**config.mk**
```make
export PLATFORM = sky130hd
export DESIGN_NAME = pipe_hazard_ctrl_flat
export DESIGN_NICKNAME = d
export VERILOG_FILES = /design/src/rtl/pipe_hazard_ctrl_pkg.sv /design/src/rtl/pipe_hazard_ctrl_if.sv /design/src/rtl/pipe_hazard_ctrl_fwd_sel_unit.sv /design/src/rtl/pipe_hazard_ctrl.sv /design/src/flat_wrapper.sv
export SDC_FILE = /design/constraint.sdc
export NUM_CORES = 1
export LEC_CHECK = 0
export CELL_PAD_IN_SITES_DETAIL_PLACEMENT = 0
export CELL_PAD_IN_SITES_GLOBAL_PLACEMENT = 1
export CORE_ASPECT_RATIO = 1.1
export CORE_MARGIN = 3
export CORE_UTILIZATION = 21
export CTS_CLUSTER_SIZE = 28
export DETAILED_ROUTE_END_ITERATION = 7
export PLACE_DENSITY = 0.82
export REMOVE_ABC_BUFFERS = 1
export SYNTH_ARGS = -nofsm -noshare
export SYNTH_HDL_FRONTEND = slang
export SYNTH_SLANG_ARGS = --single-unit
```
**constraint.sdc**
```tcl
create_clock -name clk -period 4.4 [get_ports clk]
set_input_delay 1.1 -clock clk [delete_from_list [all_inputs] [get_ports clk]]
set_output_delay 1.1 -clock clk [all_outputs]
set_load 0.005 [all_outputs]
```
**src/rtl/pipe_hazard_ctrl_pkg.sv**
```systemverilog
// Shared definitions for the pipeline hazard controller: forward-select codes,
// FSM state type and pipeline-register indices.
package pipe_hazard_ctrl_pkg;

  localparam logic [1:0] FWD_RF  = 2'b00;
  localparam logic [1:0] FWD_MEM = 2'b01;
  localparam logic [1:0] FWD_WB  = 2'b10;

  typedef enum logic {
    RUN   = 1'b0,
    STALL = 1'b1
  } hz_state_t;

  // Bit positions of the pipeline registers inside stage_valid.
  localparam int STG_IF_ID  = 0;
  localparam int STG_ID_EX  = 1;
  localparam int STG_EX_MEM = 2;
  localparam int STG_MEM_WB = 3;

endpackage

```
**src/rtl/pipe_hazard_ctrl_if.sv**
```systemverilog
// Bundle between the 5-stage pipeline datapath (master) and the hazard
// controller (slave). Counters are real only when PIPE_HAZARD_PERF_EN is set.
interface pipe_hazard_ctrl_if #(
  parameter int ADDR_W = 5,
  parameter int CNT_W  = 32
);
  import pipe_hazard_ctrl_pkg::*;

  // No valid/ready pair: every stage's content is qualified by stage_valid, and
  // enables/flushes driven here take effect on the next clock edge that has enable high.
  logic              enable;
  logic [ADDR_W-1:0] id_rs;
  logic [ADDR_W-1:0] id_rt;
  logic              id_uses_rt;
  logic [ADDR_W-1:0] ex_rs;
  logic [ADDR_W-1:0] ex_rt;
  logic              ex_mem_read;
  logic              ex_reg_write;
  logic [ADDR_W-1:0] ex_waddr;
  logic              mem_reg_write;
  logic [ADDR_W-1:0] mem_waddr;
  logic              wb_reg_write;
  logic [ADDR_W-1:0] wb_waddr;
  logic              redirect;

  logic              pc_en;
  logic              if_id_en;
  logic              if_id_flush;
  logic              id_ex_flush;
  logic              ex_mem_flush;
  logic [1:0]        fwd_a_sel;
  logic [1:0]        fwd_b_sel;
  logic [3:0]        stage_valid;
  logic [CNT_W-1:0]  stall_cnt;
  logic [CNT_W-1:0]  flush_cnt;
  hz_state_t         state;

  modport master (
    output enable, id_rs, id_rt, id_uses_rt, ex_rs, ex_rt, ex_mem_read,
           ex_reg_write, ex_waddr, mem_reg_write, mem_waddr, wb_reg_write,
           wb_waddr, redirect,
    input  pc_en, if_id_en, if_id_flush, id_ex_flush, ex_mem_flush,
           fwd_a_sel, fwd_b_sel, stage_valid, stall_cnt, flush_cnt, state
  );

  modport slave (
    input  enable, id_rs, id_rt, id_uses_rt, ex_rs, ex_rt, ex_mem_read,
           ex_reg_write, ex_waddr, mem_reg_write, mem_waddr, wb_reg_write,
           wb_waddr, redirect,
    output pc_en, if_id_en, if_id_flush, id_ex_flush, ex_mem_flush,
           fwd_a_sel, fwd_b_sel, stage_valid, stall_cnt, flush_cnt, state
  );

endinterface

```
**src/rtl/pipe_hazard_ctrl_fwd_sel_unit.sv**
```systemverilog
// Operand forwarding select for one EX source register; EX_MEM beats MEM_WB
// and register 0 is never forwarded.
module fwd_sel_unit
  import pipe_hazard_ctrl_pkg::*;
#(
  parameter int ADDR_W = 5
) (
  input  logic [ADDR_W-1:0] src,
  input  logic              mem_wr,
  input  logic              mem_valid,
  input  logic [ADDR_W-1:0] mem_waddr,
  input  logic              wb_wr,
  input  logic              wb_valid,
  input  logic [ADDR_W-1:0] wb_waddr,
  output logic [1:0]        sel
);

  logic mem_hit;
  logic wb_hit;

  assign mem_hit = mem_wr & mem_valid & (mem_waddr != '0) & (mem_waddr == src);
  assign wb_hit  = wb_wr & wb_valid & (wb_waddr != '0) & (wb_waddr == src);

  always_comb begin
    sel = FWD_RF;
    if (mem_hit)     sel = FWD_MEM;
    else if (wb_hit) sel = FWD_WB;
  end

endmodule

```
**src/rtl/pipe_hazard_ctrl.sv**
```systemverilog
// Pipeline control: stage valid tracking, load-use stall FSM, redirect flush and
// forwarding selects. Define PIPE_HAZARD_PERF_EN to build the stall/flush counters.
module pipe_hazard_ctrl
  import pipe_hazard_ctrl_pkg::*;
#(
  parameter int ADDR_W          = 5,
  parameter int LOAD_USE_CYCLES = 1,
  parameter int FLUSH_DEPTH     = 3,
  parameter int CNT_W           = 32
) (
  input logic              clk,
  input logic              arst_n,
  pipe_hazard_ctrl_if.slave bus
);

  hz_state_t  state;
  hz_state_t  state_nxt;
  logic [1:0] bub_cnt;
  logic [1:0] bub_cnt_nxt;
  logic [3:0] valid;
  logic       run;
  logic       hz;
  logic       redir;
  logic       stalling;
  logic       pc_en;
  logic       if_id_en;
  logic       flush_if_id;
  logic       flush_id_ex;
  logic       flush_ex_mem;

  // Outputs are forced quiet while reset is held, not just after it.
  assign run = arst_n & bus.enable;

  assign hz = valid[STG_IF_ID] & valid[STG_ID_EX] & bus.ex_mem_read & bus.ex_reg_write &
              (bus.ex_waddr != '0) &
              ((bus.ex_waddr == bus.id_rs) | (bus.id_uses_rt & (bus.ex_waddr == bus.id_rt)));

  assign redir    = bus.redirect & valid[STG_EX_MEM];
  assign stalling = (state == STALL) | hz;

  always_ff @(posedge clk or negedge arst_n) begin
    if (!arst_n) begin
      state   <= RUN;
      bub_cnt <= '0;
    end else if (bus.enable) begin
      state   <= state_nxt;
      bub_cnt <= bub_cnt_nxt;
    end
  end

  // bub_cnt holds the bubbles still owed after the current STALL cycle.
  always_comb begin
    state_nxt   = state;
    bub_cnt_nxt = bub_cnt;
    if (redir) begin
      state_nxt   = RUN;
      bub_cnt_nxt = '0;
    end else begin
      case (state)
        RUN: begin
          if (hz && (LOAD_USE_CYCLES > 1)) begin
            state_nxt   = STALL;
            bub_cnt_nxt = 2'(LOAD_USE_CYCLES - 2);
          end
        end
        STALL: begin
          if (bub_cnt == '0) state_nxt = RUN;
          else               bub_cnt_nxt = bub_cnt - 2'd1;
        end
        default: state_nxt = RUN;
      endcase
    end
  end

  always_comb begin
    pc_en        = 1'b0;
    if_id_en     = 1'b0;
    flush_if_id  = 1'b0;
    flush_id_ex  = 1'b0;
    flush_ex_mem = 1'b0;
    if (run) begin
      if (redir) begin
        pc_en        = 1'b1;
        if_id_en     = 1'b1;
        flush_if_id  = 1'b1;
        flush_id_ex  = (FLUSH_DEPTH >= 2);
        flush_ex_mem = (FLUSH_DEPTH >= 3);
      end else if (stalling) begin
        flush_id_ex  = 1'b1;
      end else begin
        pc_en        = 1'b1;
        if_id_en     = 1'b1;
      end
    end
  end

  always_ff @(posedge clk or negedge arst_n) begin
    if (!arst_n) begin
      valid <= '0;
    end else if (bus.enable) begin
      valid[STG_IF_ID]  <= flush_if_id  ? 1'b0 : (if_id_en ? 1'b1 : valid[STG_IF_ID]);
      valid[STG_ID_EX]  <= flush_id_ex  ? 1'b0 : valid[STG_IF_ID];
      valid[STG_EX_MEM] <= flush_ex_mem ? 1'b0 : valid[STG_ID_EX];
      valid[STG_MEM_WB] <= valid[STG_EX_MEM];
    end
  end

`ifdef PIPE_HAZARD_PERF_EN
  logic [CNT_W-1:0] stall_q;
  logic [CNT_W-1:0] flush_q;

  always_ff @(posedge clk or negedge arst_n) begin
    if (!arst_n) begin
      stall_q <= '0;
      flush_q <= '0;
    end else if (bus.enable) begin
      if (stalling && !redir) stall_q <= stall_q + CNT_W'(1);
      if (redir)              flush_q <= flush_q + CNT_W'(1);
    end
  end

  assign bus.stall_cnt = stall_q;
  assign bus.flush_cnt = flush_q;
`else
  assign bus.stall_cnt = '0;
  assign bus.flush_cnt = '0;
`endif

  fwd_sel_unit #(.ADDR_W(ADDR_W)) u_fwd_a (
    .src       (bus.ex_rs),
    .mem_wr    (bus.mem_reg_write),
    .mem_valid (valid[STG_EX_MEM]),
    .mem_waddr (bus.mem_waddr),
    .wb_wr     (bus.wb_reg_write),
    .wb_valid  (valid[STG_MEM_WB]),
    .wb_waddr  (bus.wb_waddr),
    .sel       (bus.fwd_a_sel)
  );

  fwd_sel_unit #(.ADDR_W(ADDR_W)) u_fwd_b (
    .src       (bus.ex_rt),
    .mem_wr    (bus.mem_reg_write),
    .mem_valid (valid[STG_EX_MEM]),
    .mem_waddr (bus.mem_waddr),
    .wb_wr     (bus.wb_reg_write),
    .wb_valid  (valid[STG_MEM_WB]),
    .wb_waddr  (bus.wb_waddr),
    .sel       (bus.fwd_b_sel)
  );

  assign bus.pc_en        = pc_en;
  assign bus.if_id_en     = if_id_en;
  assign bus.if_id_flush  = flush_if_id;
  assign bus.id_ex_flush  = flush_id_ex;
  assign bus.ex_mem_flush = flush_ex_mem;
  assign bus.stage_valid  = valid;
  assign bus.state        = state;

endmodule

```
**src/flat_wrapper.sv**
```systemverilog
// flat-port wrapper written by rule: the top's interface ports become plain ports
module pipe_hazard_ctrl_flat import pipe_hazard_ctrl_pkg::*;
#(
  parameter int ADDR_W          = 5,
  parameter int LOAD_USE_CYCLES = 1,
  parameter int FLUSH_DEPTH     = 3,
  parameter int CNT_W           = 32
)
  (clk, arst_n, bus_enable, bus_id_rs, bus_id_rt, bus_id_uses_rt, bus_ex_rs, bus_ex_rt, bus_ex_mem_read, bus_ex_reg_write, bus_ex_waddr, bus_mem_reg_write, bus_mem_waddr, bus_wb_reg_write, bus_wb_waddr, bus_redirect, bus_pc_en, bus_if_id_en, bus_if_id_flush, bus_id_ex_flush, bus_ex_mem_flush, bus_fwd_a_sel, bus_fwd_b_sel, bus_stage_valid, bus_stall_cnt, bus_flush_cnt, bus_state);
  pipe_hazard_ctrl_if #(.ADDR_W(ADDR_W), .CNT_W(CNT_W)) bus_i ();
  input logic clk;
  input logic arst_n;
  input wire logic [$bits(bus_i.enable)-1:0] bus_enable;
  input wire logic [$bits(bus_i.id_rs)-1:0] bus_id_rs;
  input wire logic [$bits(bus_i.id_rt)-1:0] bus_id_rt;
  input wire logic [$bits(bus_i.id_uses_rt)-1:0] bus_id_uses_rt;
  input wire logic [$bits(bus_i.ex_rs)-1:0] bus_ex_rs;
  input wire logic [$bits(bus_i.ex_rt)-1:0] bus_ex_rt;
  input wire logic [$bits(bus_i.ex_mem_read)-1:0] bus_ex_mem_read;
  input wire logic [$bits(bus_i.ex_reg_write)-1:0] bus_ex_reg_write;
  input wire logic [$bits(bus_i.ex_waddr)-1:0] bus_ex_waddr;
  input wire logic [$bits(bus_i.mem_reg_write)-1:0] bus_mem_reg_write;
  input wire logic [$bits(bus_i.mem_waddr)-1:0] bus_mem_waddr;
  input wire logic [$bits(bus_i.wb_reg_write)-1:0] bus_wb_reg_write;
  input wire logic [$bits(bus_i.wb_waddr)-1:0] bus_wb_waddr;
  input wire logic [$bits(bus_i.redirect)-1:0] bus_redirect;
  output wire logic [$bits(bus_i.pc_en)-1:0] bus_pc_en;
  output wire logic [$bits(bus_i.if_id_en)-1:0] bus_if_id_en;
  output wire logic [$bits(bus_i.if_id_flush)-1:0] bus_if_id_flush;
  output wire logic [$bits(bus_i.id_ex_flush)-1:0] bus_id_ex_flush;
  output wire logic [$bits(bus_i.ex_mem_flush)-1:0] bus_ex_mem_flush;
  output wire logic [$bits(bus_i.fwd_a_sel)-1:0] bus_fwd_a_sel;
  output wire logic [$bits(bus_i.fwd_b_sel)-1:0] bus_fwd_b_sel;
  output wire logic [$bits(bus_i.stage_valid)-1:0] bus_stage_valid;
  output wire logic [$bits(bus_i.stall_cnt)-1:0] bus_stall_cnt;
  output wire logic [$bits(bus_i.flush_cnt)-1:0] bus_flush_cnt;
  output wire logic [$bits(bus_i.state)-1:0] bus_state;
  assign bus_i.enable = bus_enable;
  assign bus_i.id_rs = bus_id_rs;
  assign bus_i.id_rt = bus_id_rt;
  assign bus_i.id_uses_rt = bus_id_uses_rt;
  assign bus_i.ex_rs = bus_ex_rs;
  assign bus_i.ex_rt = bus_ex_rt;
  assign bus_i.ex_mem_read = bus_ex_mem_read;
  assign bus_i.ex_reg_write = bus_ex_reg_write;
  assign bus_i.ex_waddr = bus_ex_waddr;
  assign bus_i.mem_reg_write = bus_mem_reg_write;
  assign bus_i.mem_waddr = bus_mem_waddr;
  assign bus_i.wb_reg_write = bus_wb_reg_write;
  assign bus_i.wb_waddr = bus_wb_waddr;
  assign bus_i.redirect = bus_redirect;
  assign bus_pc_en = bus_i.pc_en;
  assign bus_if_id_en = bus_i.if_id_en;
  assign bus_if_id_flush = bus_i.if_id_flush;
  assign bus_id_ex_flush = bus_i.id_ex_flush;
  assign bus_ex_mem_flush = bus_i.ex_mem_flush;
  assign bus_fwd_a_sel = bus_i.fwd_a_sel;
  assign bus_fwd_b_sel = bus_i.fwd_b_sel;
  assign bus_stage_valid = bus_i.stage_valid;
  assign bus_stall_cnt = bus_i.stall_cnt;
  assign bus_flush_cnt = bus_i.flush_cnt;
  assign bus_state = bus_i.state;
  pipe_hazard_ctrl #(.ADDR_W(ADDR_W), .LOAD_USE_CYCLES(LOAD_USE_CYCLES), .FLUSH_DEPTH(FLUSH_DEPTH), .CNT_W(CNT_W)) u_core (.clk(clk), .arst_n(arst_n), .bus(bus_i));
endmodule
```
==> results of run 1 <==
[critical path: cells and delay by family]
family,cells,cell delay [ns]
and+or+nand+nor,3,0.91
buffers and inverters,2,0.99
AOI/OAI and AO/OA,1,0.16
[state kept, by name, indices dropped and copies added (netlist names)]
name,flops
u_core.bus.stage_valid,4
u_core.bub_cnt,2
u_core.bus.state,1
[synth_stat cells (2+ instances only)]
master,number
sky130_fd_sc_hd__xnor2_1,16
sky130_fd_sc_hd__inv_1,3
sky130_fd_sc_hd__nor2_1,9
sky130_fd_sc_hd__a31oi_1,3
sky130_fd_sc_hd__xor2_1,14
sky130_fd_sc_hd__nor2b_1,2
sky130_fd_sc_hd__nor4_1,2
sky130_fd_sc_hd__buf_4,70
sky130_fd_sc_hd__o21ai_0,3
sky130_fd_sc_hd__nor4_2,2
sky130_fd_sc_hd__and2_1,2
sky130_fd_sc_hd__o22ai_1,2
sky130_fd_sc_hd__nand4_1,3
sky130_fd_sc_hd__nand2_1,6
sky130_fd_sc_hd__nand3_1,3
sky130_fd_sc_hd__or4_1,4
sky130_fd_sc_hd__dfrtp_1,7
[cells by family (layout without fill, tap and decap cells)]
kind of cell | Yosys count | count (layout) | synth area share
AND/OR/NAND/NOR | 34 | 34 | 0.144
buffers and inverters | 74 | 69 | 0.415
multiplexers | 2 | 2 | 0.0163
flip-flops | 7 | 7 | 0.135
adder cells (fa/ha/maj) | 1 | 1 | 0.00961
AO/OA/AOI/OAI | 14 | 14 | 0.0750
XOR/XNOR | 30 | 30 | 0.202
other | 1 | 64 | 0.00288
[layout make-up]
class	instances	share of cell area
Multi-Input combinational cell	145	0.467
Timing Repair Buffer	62	0.347
Sequential cell	7	0.0994
Tap cell	77	0.0547
Clock buffer	3	0.0234
Inverter	3	0.00639
Clock inverter	1	0.00284
[per-layer routing]
metal	vias to the layer above	track usage	wire (µm)
met5	-	0	0
met4	0	0.0276	40
met3	6	0.0204	396
met2	83	0.139	1430
met1	459	0.0857	1170
li1	522	-	-
[worst min path at each step]
stage / from / endpoint / cells after the start
2_1_floorplan: u_core.bub_cnt[0]$_DFFE_PN0P_ / u_core.bub_cnt[0]$_DFFE_PN0P_ / 2
3_3_place_gp: u_core.bub_cnt[0]$_DFFE_PN0P_ / u_core.bub_cnt[0]$_DFFE_PN0P_ / 2
3_5_place_dp: u_core.bub_cnt[0]$_DFFE_PN0P_ / u_core.bub_cnt[0]$_DFFE_PN0P_ / 2
4_1_cts: u_core.bub_cnt[0]$_DFFE_PN0P_ / u_core.bub_cnt[0]$_DFFE_PN0P_ / 2
5_1_grt: u_core.bub_cnt[0]$_DFFE_PN0P_ / u_core.bub_cnt[0]$_DFFE_PN0P_ / 2
6_report: u_core.bub_cnt[0]$_DFFE_PN0P_ / u_core.bub_cnt[0]$_DFFE_PN0P_ / 2
[metrics by stage]
| stage | power (mW) | cell area (µm²) |
|---|---|---|
| 2_1_floorplan | 0.152 | 1010 |
| 6_report | 0.333 | 1760 |
| 3_5_place_dp | 0.242 | 1710 |
| 3_3_place_gp | 0.240 | 1710 |
| 5_1_grt | 0.361 | 1760 |
| 4_1_cts | 0.336 | 1760 |
[power by group through the flow]
stage                     clock [mW]  sequential (mW)  combinational (mW)
final                         0.0915           0.0878               0.154
after global routing          0.0994           0.0898               0.172
after CTS                     0.0933           0.0883               0.154
after detailed placement           0           0.0891               0.153
after global placement             0           0.0886               0.152
after floorplan                    0           0.0851              0.0672
[repair_timing]
action,CTS,global route
setup buffers,0,0
endpoints found under the hold margin,0,0
resized for setup,0,1
setup endpoints to repair,0,1
==> results_dict.tcl, run 1 <==
set metrics [dict create \
    timing.critical_path.from "bus_mem_waddr[1]" \
    place.detailed.instances 294 \
    fin_skew_ns 0.00259 \
    wire_per_inst_um 10.2 \
    drc 0 \
    power.internal_mw 0.224 \
    initial_core_util 0.221 \
    seq_power_share 0.264 \
    post_synth.cell_area_avg_um2 7.98 \
    fp.dieH_um 88.6 \
    grt_first_pass_wirelength_um 4390 \
    worstRegToRegCells 6 \
    grt_pass1_vias 995 \
    yosys-top-cells-area "sky130_fd_sc_hd__buf_4 (40%), sky130_fd_sc_hd__dfrtp_1 (13%), sky130_fd_sc_hd__xnor2_1 (11%)" \
    final-hold-violation-count 0 \
    timing.fmax_ghz 0.235 \
    clock_tree_from_tritoncts "done" \
    critical_path.slowest_cell "sky130_fd_sc_hd__or4_1" \
    place.port_buffers 57 \
    tritoncts_num_sinks 7 \
    maxCapViolations 0 \
    power.ir.vdd_worst_uv 117 \
    die_area_um2 7180 \
    layout.core_utilization 0.300 \
    post_synth_instance_area_um2 1300 \
    final.setup.worst_slack_ns 0.137 \
    antenna_found_initial 0 \
    timing.final.setup_violations 0 \
    fill_cells 626 \
    detailedPlacementHpwl_um 2650 \
    synth_enable_flop_cells 0 \
    multi_input_comb_area_um2 822 \
    cp.required_ns 3.30 \
    postSynthRegisterBits 7 \
    drv_slew 0 \
    rsz_0062_raised_after_global_routing "no" \
    grt_overflow_total 0 \
    p_leak_nw 0.791 \
    worstReg2RegEnd "u_core.bub_cnt[1]$_DFFE_PN0P_" \
    drtAntennaViolNets 0 \
    netSwitchingPower_mw 0.109 \
    synth_top_area_share 0.404 \
    drive_gt1_frac 0.0588 \
    initialDrtViolationCount 19 \
    cts_buffer_depth 2 \
    avgViaCountPerCell 3.59 \
    finalNonFillerCells 298 \
    worstReg2RegStart "u_core.bub_cnt[0]$_DFFE_PN0P_" \
    vias 1070 \
    synth_cells 163 \
    start_kind "input pin" \
    totalWireLength_um 3040 \
    core_area_um2 5880 \
    die_x_um 81.1 \
    clock_h_tree_levels 1 \
    row_count 29 \
    endpoint "bus_fwd_a_sel[1]" \
    worst_setup_path_end_kind "output pin" \
    power.share.combinational 0.462 \
    switching_share 0.327 \
    path_cells "clkdlybuf4s50_1 > or4_1 > o211ai_2 > nor4_1 > nor4_2 > clkdlybuf4s50_1" \
    final_nets 267 \
    powerDensity_nw_per_um2 189 \
    timing.setup.tns_ns 0 \
    mostFrequentLayoutCells "sky130_fd_sc_hd__conb_1 (64), sky130_fd_sc_hd__clkdlybuf4s50_1 (56), sky130_fd_sc_hd__xnor2_1 (16)" \
    layout_worst_path_cycle_share 0.969 \
    final-seq-area_um2 175 \
    clock_insertion_delay_worst_skew_ns 0.23 \
    finalCriticalPeriod_ns 4.26 \
    yosys_warnings 0 \
    detail_route.first_pass.iterations 2 \
    worst_hold_path_type "reg -> reg" \
    final_estimated_routing_congestion_in_global_placement 0.761 \
    r2r_setup_slack_ns 3.17 \
    pwr-share-clk 0.275 \
    synthArstFlopShare 1.00 \
    ys_seq_area_frac 0.135 \
    syn_to_layout_area_delta_pct 35.4 \
    mostFrequentLayoutCell "sky130_fd_sc_hd__conb_1" \
    cts.hold.buffers_added 0 \
    pin_count 122 \
    grt_max_degree 12 \
    critPathArrivalTime_ns 3.16 \
    root_buffer "sky130_fd_sc_hd__clkbuf_8" \
    critical_path_peak_fanout 3 \
    global_route.usage.total 0.0767 \
    path_clk_slew_ns 0.04 \
    post-synth-top-area-cell "sky130_fd_sc_hd__buf_4" \
    synth.distinct_cells 29 \
    dp_slack_ns 0.122 \
    timing_worst_setup_path_type "in -> out" \
    antenna_cells 0 \
    timing.critical_path.slowest_cell_delay_ns 0.55 \
    hold_slack_ns 0.463 \
    path_common_cell "sky130_fd_sc_hd__clkdlybuf4s50_1" \
    outcome "completed" \
    synthFlopType "sky130_fd_sc_hd__dfrtp_1" \
    numCtsBuffers 3 \
]
No activity file was read; power rests on OpenSTA's default activity.
==> inputs of run 2 (changes only) <==
- REMOVE_ABC_BUFFERS: 1 -> not set
==> results_dict.tcl, run 2 (synthesis gave the netlist of run 1 again) <==
set metrics [dict create \
    drive_gt1_frac 0.0628 \
    detailedPlacementHpwl_um 2900 \
    syn_to_layout_area_delta_pct 36.2 \
    pwr-share-clk 0.278 \
    final_estimated_routing_congestion_in_global_placement 0.729 \
    path_clk_slew_ns 0.04 \
    drv_slew 0 \
    tritoncts_num_sinks 7 \
    netSwitchingPower_mw 0.109 \
    post-cts-setup-buffers 0 \
    antenna_cells 0 \
    initialDrtViolationCount 9 \
    dp_slack_ns 0.137 \
    wire_per_inst_um 10.9 \
    grt_overflow_total 0 \
    worst_setup_path_end_kind "output pin" \
    cts_buffer_depth 2 \
    flip_flop_count_of_the_largest_register_all_copies_and_words_added 4 \
    antenna_found_initial 0 \
    outcome "completed" \
    clock_h_tree_levels 1 \
    final_nets 269 \
    core_area_um2 5880 \
    row_count 29 \
    vias 1084 \
    fill_cells 652 \
    drtAntennaViolNets 0 \
    final.setup.worst_slack_ns 0.152 \
    layout_worst_path_cycle_share 0.966 \
    start_kind "input pin" \
    timing_worst_setup_path_type "in -> out" \
    pin_count 122 \
    placed_area_um2 1730 \
    clock_insertion_delay_worst_skew_ns 0.23 \
    power.share.combinational 0.465 \
    detail_route.first_pass.iterations 4 \
    switching_share 0.325 \
    powerDensity_nw_per_um2 190 \
    clock_tree_from_tritoncts "done" \
    timing.setup.tns_ns 0 \
    root_buffer "sky130_fd_sc_hd__clkbuf_8" \
    mostFrequentLayoutCells "sky130_fd_sc_hd__conb_1 (64), sky130_fd_sc_hd__clkdlybuf4s50_1 (57), sky130_fd_sc_hd__xnor2_1 (16)" \
    grt_pass1_vias 991 \
    power.internal_mw 0.227 \
    power_mw 0.336 \
    mostFrequentLayoutCell "sky130_fd_sc_hd__conb_1" \
    finalCriticalPeriod_ns 4.25 \
    seq_power_share 0.257 \
    power.ir.vdd_worst_uv 121 \
    fin_skew_ns 0.00419 \
    timing.final.setup_violations 0 \
    layout.core_utilization 0.302 \
    initial_core_util 0.221 \
    hold_slack_ns 0.467 \
    grt_first_pass_wirelength_um 4920 \
    place.detailed.instances 296 \
    drc 0 \
    avgViaCountPerCell 3.61 \
    maxCapViolations 0 \
    cts.hold.buffers_added 0 \
    grt_max_degree 12 \
    final-hold-violation-count 0 \
    critPathArrivalTime_ns 3.15 \
    die_x_um 81.1 \
    p_leak_nw 0.779 \
    numCtsBuffers 3 \
    place.port_buffers 57 \
    finalNonFillerCells 300 \
    critical_path_peak_fanout 2 \
    totalWireLength_um 3280 \
    fp.dieH_um 88.6 \
    final_cell_area_um2 1770 \
    global_route.usage.total 0.0900 \
    worst_hold_path_type "reg -> reg" \
    post_cts.resized_instances 0 \
    cp.required_ns 3.30 \
    rsz_0062_raised_after_global_routing "no" \
    timing.fmax_ghz 0.235 \
    die_area_um2 7180 \
]
==> run 2: cell types whose count changed in the layout (fill, tap and decap cells not counted) <==
| cell | delta |
|---|---|
| sky130_fd_sc_hd__buf_4 | +2 |
| sky130_fd_sc_hd__clkbuf_1 | +1 |
| sky130_fd_sc_hd__clkdlybuf4s50_1 | +1 |
| sky130_fd_sc_hd__clkinv_2 | -1 |
| sky130_fd_sc_hd__dlymetal6s2s_1 | -1 |
==> run 2: final cells by class <==
type / instances / area [µm²] / share of cell area
Multi-Input combinational cell: 145 / 822 / 0.464
Timing Repair Buffer: 64 / 623 / 0.351
Sequential cell: 7 / 175 / 0.0988
Tap cell: 77 / 96.3 / 0.0543
Clock buffer: 4 / 45.0 / 0.0254
Inverter: 3 / 11.3 / 0.00635
==> run 2: path summary, 6_finish.rpt <==
kind / start / to / slack [ns] / cells after the start
worst min register to register: u_core.bub_cnt[0]$_DFFE_PN0P_ / u_core.bub_cnt[0]$_DFFE_PN0P_ / 0.47 / 2
worst max-delay path: bus_mem_waddr[2] / bus_fwd_a_sel[1] / 0.15 / 6
max in group asynchronous: arst_n / u_core.bus.stage_valid[3]$_DFFE_PN0P_ / 3.07 / 2
worst min-delay path: u_core.bub_cnt[0]$_DFFE_PN0P_ / u_core.bub_cnt[0]$_DFFE_PN0P_ / 0.47 / 2
worst max register to register: u_core.bub_cnt[0]$_DFFE_PN0P_ / u_core.bub_cnt[1]$_DFFE_PN0P_ / 3.18 / 6
min in group asynchronous: arst_n / u_core.bus.stage_valid[2]$_DFFE_PN0P_ / 1.19 / 2
==> run 2: power by group through the flow <==
stage	Sequential, mW	Combinational (mW)	Clock, mW
2_1_floorplan	0.0841	0.119	0
3_3_place_gp	0.0878	0.155	0
3_5_place_dp	0.0882	0.156	0
4_1_cts	0.0873	0.157	0.0973
5_1_grt	0.0896	0.175	0.101
6_report	0.0864	0.156	0.0935
==> run 2: worst max-delay path, stage by stage <==
cell	delay [ns]
sky130_fd_sc_hd__clkdlybuf4s50_1	0.45
sky130_fd_sc_hd__or4_1	0.53
sky130_fd_sc_hd__o211ai_2	0.17
sky130_fd_sc_hd__nor4_1	0.10
sky130_fd_sc_hd__nor4_2	0.26
sky130_fd_sc_hd__clkdlybuf4s50_1	0.54
==> run 2: layer usage <==
layer | share of wire | GRT usage | up-vias
met4 | 0.013 | 0.0323 | 0
li1 | - | - | 527
met3 | 0.12 | 0.0183 | 5
met2 | 0.49 | 0.156 | 76
met5 | 0 | 0 | -
met1 | 0.38 | 0.110 | 476
